`src/rtl/fp_busy_tracker_pkg.sv`:
```
// Shared Cop1 definitions: tracker state, datapath widths and per-funct busy times.
// The FP ALU control decoder uses the same busy-time constants, so both blocks stay consistent.
package fp_busy_tracker_pkg;

    localparam int unsigned BtWidth  = 5;
    localparam int unsigned RegWidth = 5;

    typedef enum logic {
        StIdle = 1'b0,
        StBusy = 1'b1
    } state_e;

    // Execution latency in cycles for each supported Cop1 arithmetic funct.
    // A value of 0 marks an illegal or unsupported funct.
    localparam logic [BtWidth-1:0] BtAddS    = 5'd6;
    localparam logic [BtWidth-1:0] BtSubS    = 5'd6;
    localparam logic [BtWidth-1:0] BtMulS    = 5'd4;
    localparam logic [BtWidth-1:0] BtDivS    = 5'd5;
    localparam logic [BtWidth-1:0] BtSqrtS   = 5'd15;
    localparam logic [BtWidth-1:0] BtAbsS    = 5'd1;
    localparam logic [BtWidth-1:0] BtMovS    = 5'd1;
    localparam logic [BtWidth-1:0] BtNegS    = 5'd1;
    localparam logic [BtWidth-1:0] BtCmp     = 5'd1;
    localparam logic [BtWidth-1:0] BtIllegal = 5'd0;

endpackage

```
`src/rtl/fp_busy_tracker.sv`:
```
// Tracks the single in-flight Cop1 operation: counts down its latency, stalls issue on
// structural/RAW/CC hazards and emits one-cycle writeback strobes when the result retires.
module fp_busy_tracker
    import fp_busy_tracker_pkg::*;
#(
    parameter int unsigned BT_W  = BtWidth,
    parameter int unsigned REG_W = RegWidth
) (
    input  logic             iCLK,
    input  logic             iRST,
    input  logic             iIssue,
    input  logic [BT_W-1:0]  iBusyTime,
    input  logic [REG_W-1:0] iDestReg,
    input  logic             iWritesReg,
    input  logic             iWritesCC,
    input  logic [REG_W-1:0] iSrcA,
    input  logic [REG_W-1:0] iSrcB,
    input  logic             iReadsCC,
    input  logic             iFlush,
    output logic             oBusy,
    output logic             oStall,
    output logic             oHazard,
    output logic             oWbEn,
    output logic             oWbCC,
    output logic [REG_W-1:0] oWbReg,
    output logic             oIllegal
);

    logic [BT_W-1:0]  count_q, count_d;
    logic [REG_W-1:0] pend_dest_q, pend_dest_d;
    logic             pend_wr_q, pend_wr_d;
    logic             pend_cc_q, pend_cc_d;
    logic             wb_en_q, wb_en_d;
    logic             wb_cc_q, wb_cc_d;
    logic [REG_W-1:0] wb_reg_q, wb_reg_d;
    logic             illegal_q, illegal_d;

    state_e state;
    logic   busy;
    logic   hazard;
    logic   stall;
    logic   accept;

    assign busy  = (count_q != '0);
    assign state = busy ? StBusy : StIdle;

    assign hazard = busy & ((pend_wr_q & ((iSrcA == pend_dest_q) | (iSrcB == pend_dest_q))) |
                            (pend_cc_q & iReadsCC));

    // A hazard at count 1 still stalls: the register file forwards the result a cycle later.
    assign stall  = iIssue & ((count_q > BT_W'(1)) | hazard);
    assign accept = iIssue & ~stall & ~iFlush;

    always_comb begin
        count_d     = count_q;
        pend_dest_d = pend_dest_q;
        pend_wr_d   = pend_wr_q;
        pend_cc_d   = pend_cc_q;
        wb_en_d     = 1'b0;
        wb_cc_d     = 1'b0;
        wb_reg_d    = '0;
        illegal_d   = 1'b0;

        if (iFlush) begin
            count_d     = '0;
            pend_dest_d = '0;
            pend_wr_d   = 1'b0;
            pend_cc_d   = 1'b0;
        end else begin
            case (state)
                StBusy: begin
                    count_d = count_q - BT_W'(1);
                    if (count_q == BT_W'(1)) begin
                        wb_en_d     = pend_wr_q;
                        wb_cc_d     = pend_cc_q;
                        wb_reg_d    = pend_dest_q;
                        pend_dest_d = '0;
                        pend_wr_d   = 1'b0;
                        pend_cc_d   = 1'b0;
                    end
                end
                default: ;
            endcase

            // A back-to-back accept at count 1 overrides the retiring op's pending state.
            if (accept) begin
                if (iBusyTime != '0) begin
                    count_d     = iBusyTime;
                    pend_dest_d = iDestReg;
                    pend_wr_d   = iWritesReg;
                    pend_cc_d   = iWritesCC;
                end else begin
                    illegal_d = 1'b1;
                end
            end
        end
    end

    always_ff @(posedge iCLK or posedge iRST) begin
        if (iRST) begin
            count_q     <= '0;
            pend_dest_q <= '0;
            pend_wr_q   <= 1'b0;
            pend_cc_q   <= 1'b0;
            wb_en_q     <= 1'b0;
            wb_cc_q     <= 1'b0;
            wb_reg_q    <= '0;
            illegal_q   <= 1'b0;
        end else begin
            count_q     <= count_d;
            pend_dest_q <= pend_dest_d;
            pend_wr_q   <= pend_wr_d;
            pend_cc_q   <= pend_cc_d;
            wb_en_q     <= wb_en_d;
            wb_cc_q     <= wb_cc_d;
            wb_reg_q    <= wb_reg_d;
            illegal_q   <= illegal_d;
        end
    end

    assign oBusy    = busy;
    assign oStall   = stall;
    assign oHazard  = hazard;
    assign oWbEn    = wb_en_q;
    assign oWbCC    = wb_cc_q;
    assign oWbReg   = wb_reg_q;
    assign oIllegal = illegal_q;

endmodule

```
`config.mk`:
```
export PLATFORM = sky130hd
export DESIGN_NAME = fp_busy_tracker
export DESIGN_NICKNAME = d
export VERILOG_FILES = /design/src/rtl/fp_busy_tracker_pkg.sv /design/src/rtl/fp_busy_tracker.sv
export SDC_FILE = /design/constraint.sdc
export NUM_CORES = 1
export LEC_CHECK = 0
export BUFFER_PORTS_ARGS = -buffer_cell sky130_fd_sc_hd__buf_2
export CAP_MARGIN = 20
export CORE_MARGIN = 2
export CORE_UTILIZATION = 25
export CTS_CLUSTER_DIAMETER = 150
export DETAILED_ROUTE_END_ITERATION = 10
export GPL_ROUTABILITY_DRIVEN = 0
export HOLD_SLACK_MARGIN = 0.03
export REMOVE_ABC_BUFFERS = 1
export SLEW_MARGIN = 20
export SYNTH_ARGS = -nofsm -noshare
export SYNTH_HDL_FRONTEND = slang
export SYNTH_SLANG_ARGS = --single-unit
```
`constraint.sdc`:
```
create_clock -name iCLK -period 3.6 [get_ports iCLK]
set_input_delay 0.18 -clock iCLK [delete_from_list [all_inputs] [get_ports iCLK]]
set_output_delay 0.18 -clock iCLK [all_outputs]
set_load 0.02 [all_outputs]
```
==> results.txt <==
The flip-flop and latch count after synthesis is 20. The number of antenna violations at the first check in global routing came out at 0. The number of instances in the synthesized netlist is 116. The maximum number of pins on one net before global-route repair is 21. The number of port buffers is 37. The number of max-cap violations is 0. The required time reported for the critical path endpoint is about 3400 ps. The TritonCTS clock tree is done.

The floorplan step defined a die boundary enclosing about 0.0053 mm2. The per-instance average area after synthesis came out at approximately 10 um2. The synthesized design spends more area on one cell type than any other, namely sky130_fd_sc_hd__dfrtp_1. The count of routing violations after the opening detailed-route iteration came out at 51. The number of placed I/O pins came out at 38. The number of cells upsized or downsized after cts is 0. The first-pass iteration count of the detailed router came out at 4.

Along the worst path, the maximum fanout reaches 13. The number of hold buffers added after CTS was 0. For the worst setup path, the data arrival time is ~2500 ps. For this run, the leading register cell type out of synthesis is sky130_fd_sc_hd__dfrtp_1. Sequential elements use between 40% and 50% of the synthesized area.

In the final layout, the share of cells above drive strength 1 is around 34%. In this run the post-CTS setup repair buffer count came out at 0. The share of synthesized flip-flops with an asynchronous set or reset came out at 100.0%. The die boundary height is slightly above 70 um. Setup repair after global routing left no endpoint under its margin.

The distinct cell type count after synthesis came out at 34. The remaining antenna violation count came out at 0. Dividing total power by cell area gives a power density of 548.8 mW/mm2. The share of the clock period used by the worst path after layout came out at 74.14%. The detailed placement HPWL came out at around 2100 um. The register clock-pin slew on the reported worst setup and hold paths came out at roughly 70 ps. The via density per instance is 4.789. The final-layout setup total negative slack is 0 ps. After detailed routing, the total wire length is 2733 um. CTS saw 20 sinks. The leakage power is just under 0.0007 uW.

The core region is between 0.004 and 0.005 mm2. The hold violation count in the final report is 0. Yosys printed 0 warnings. The flow ran to the end, and the final reports show no timing, DRC or antenna violations.

The max-slew violation count is 0. The worst setup path is captured at a primary output. The mapped netlist covers between 0.001 and 0.0015 mm2. The via count of the first global-routing pass came out at 879. The total CTS buffers is 3.

The width of the die is ~73 um. The worst setup path is launched from a flop. The detail-routed net length per standard cell is between 10 and 15 um. The starting utilization of the core area is a little over a quarter.

In this run the worst hold path is classified as input pin to asynchronous set/reset pin. The number of enable flip-flop cells after synthesis is 0. The number of nets in the finished design is around 180. After synthesis, the cell types taking the most area are sky130_fd_sc_hd__dfrtp_1 43%, sky130_fd_sc_hd__xnor2_1 8.2%, sky130_fd_sc_hd__nand4b_1 5.2%. Compared with the post-synthesis result, the final layout area differs by 22.10%. CTS placed an instance of sky130_fd_sc_hd__clkbuf_8 at the clock tree root. 0 antenna diodes ended up in the layout. The largest buffer count on any clock path is 2. The final clock skew came out at roughly 1.1 ps. Setup violations remaining at the end of the flow were counted as 0. The global routing usage summed across all routing layers is between 10 and 15%.

The achievable frequency is 374.7 MHz. The standard-cell row count is 24. The total DRC errors in the routed layout came out at 0.

Clock latency on the worst-skew pair, taken at its later pin, is 250 ps. The worst-margin pin slew is 776.2 ps. Across all hold checks on the routed design, the worst slack comes to ~65 ps. The total overflow reported by the global router came out at 0. The highest ir drop seen on vdd is 161.7 uV. The worst-case headroom to the max-slew limit came out at 48.20%. The H-tree depth is 1. The worst setup path is of the flop to primary output kind. Summing over every cut layer, the via total after detailed routing is 977. The final critical path time including I/O delays and setup came out at 2669 ps.

The area share of the largest cell type after synthesis came out at a little over two fifths. The first global-routing pass estimated between 4000 and 5000 um of wire.
==> state kept, by name, summed over array words and instances, names as in the netlist <==
name,count
oIllegal,1
pend_dest_q,5
pend_wr_q,1
oWbReg,5
pend_cc_q,1
count_q,5
oWbEn,1
oWbCC,1
==> layout by cell type, fill, tap and decap left out, drive strengths merged <==
cell type,n
xor2,2
nand2b,1
dfrtp,20
nor2,5
o31ai,1
a41oi,1
a22o,1
xnor2,11
o32ai,1
nand3,8
nand4b,7
o2111a,1
nor4,1
mux2,1
o21ai,7
ha,3
or4b,1
a31oi,1
buf,37
a21o,1
nor3,2
o41ai,2
and2,9
a211oi,1
a21oi,2
nand2,14
inv,6
or4,1
clkbuf,4
==> final timing paths <==
kind / startpoint / endpoint / slack, ps / cells after the start
hold / removal: iRST / oIllegal / 60 / 2
hold reg to reg: pend_wr_q / oWbEn / 530 / 1
setup / recovery: count_q[0] / oStall / 930 / 7
min in group iCLK: iBusyTime[4] / oIllegal / 130 / 2
max in group asynchronous: iRST / oWbReg[4] / 3050 / 2
setup reg to reg: count_q[0] / count_q[1] / 960 / 7
==> metrics by stage <==
| stage | total power [uW] | util (%) | instances | area, um2 | setup WS (ps) |
|---|---|---|---|---|---|
| floorplan | 533.4 | - | 111 | 1132 | 1104 |
| global placement | 622.5 | 31.11 | 200 | 1383 | 1072 |
| detailed placement | 625.5 | 31.11 | 200 | 1383 | 990.6 |
| CTS | 793.0 | 32.35 | 204 | 1438 | 939.4 |
| global route | 843.7 | 32.35 | 204 | 1438 | 779.7 |
| finish | 789.0 | 32.35 | 204 | 1438 | 931.1 |
==> critical path, cell delays in order (launching register included) <==
cell,delay (ps)
sky130_fd_sc_hd__dfrtp_1,420
sky130_fd_sc_hd__inv_1,90
sky130_fd_sc_hd__ha_1,160
sky130_fd_sc_hd__or4b_1,610
sky130_fd_sc_hd__and2_1,240
sky130_fd_sc_hd__nand2_1,320
sky130_fd_sc_hd__a41oi_1,200
sky130_fd_sc_hd__buf_2,200
==> where the power goes <==
| group | total (uW) | leakage (uW) | switching (uW) | internal (uW) |
|---|---|---|---|---|
| sequential | 291 | 0.000274 | 35.5 | 256 |
| combinational | 330 | 0.000390 | 194 | 136 |
| clock | 168 | 0.0000288 | 70.5 | 97.1 |
==> Yosys cell counts (2+ instances only) <==
cell type	number
sky130_fd_sc_hd__nor3_1	2
sky130_fd_sc_hd__nand3_1	7
sky130_fd_sc_hd__o41ai_2	2
sky130_fd_sc_hd__a21oi_1	2
sky130_fd_sc_hd__o21ai_2	6
sky130_fd_sc_hd__xor2_1	2
sky130_fd_sc_hd__dfrtp_1	20
sky130_fd_sc_hd__buf_2	2
sky130_fd_sc_hd__and2_1	8
sky130_fd_sc_hd__nor2_1	5
sky130_fd_sc_hd__nand4b_1	7
sky130_fd_sc_hd__inv_1	6
sky130_fd_sc_hd__nand2_1	14
sky130_fd_sc_hd__ha_1	3
sky130_fd_sc_hd__xnor2_1	11
==> final cells by class <==
cell class              count  area, um2
well taps                  52      65.06
multi-input cells          85      609.3
repair buffers             37      185.2
fillers                   463       3007
flip-flops and latches     20      500.5
clock buffers               4      55.05
inverters                   6      22.52
==> layer usage <==
| layer | vias up | part of all wire (%) | track usage, % |
|---|---|---|---|
| li1 | 480 | - | - |
| met1 | 445 | 47 | 15.23 |
| met2 | 52 | 43 | 14.95 |
| met3 | 0 | 10 | 2.762 |
| met4 | 0 | 0 | 2.058 |
| met5 | - | 0 | 0 |
==> kinds of logic (layout without fill, tap and decap cells) <==
kind of cell               after synthesis  after routing  share of synthesized area, %
AOI/OAI and AO/OA                       19             19                         14.13
xor gates and xnor gates                13             13                         9.671
adders and majority gates                3              3                         3.188
buffers and inverters                   11             47                         5.738
DFF                                     20             20                         42.51
muxes                                    1              1                        0.9564
and+or+nand+nor                         49             49                         23.81
(Power assumes the default switching activity.)
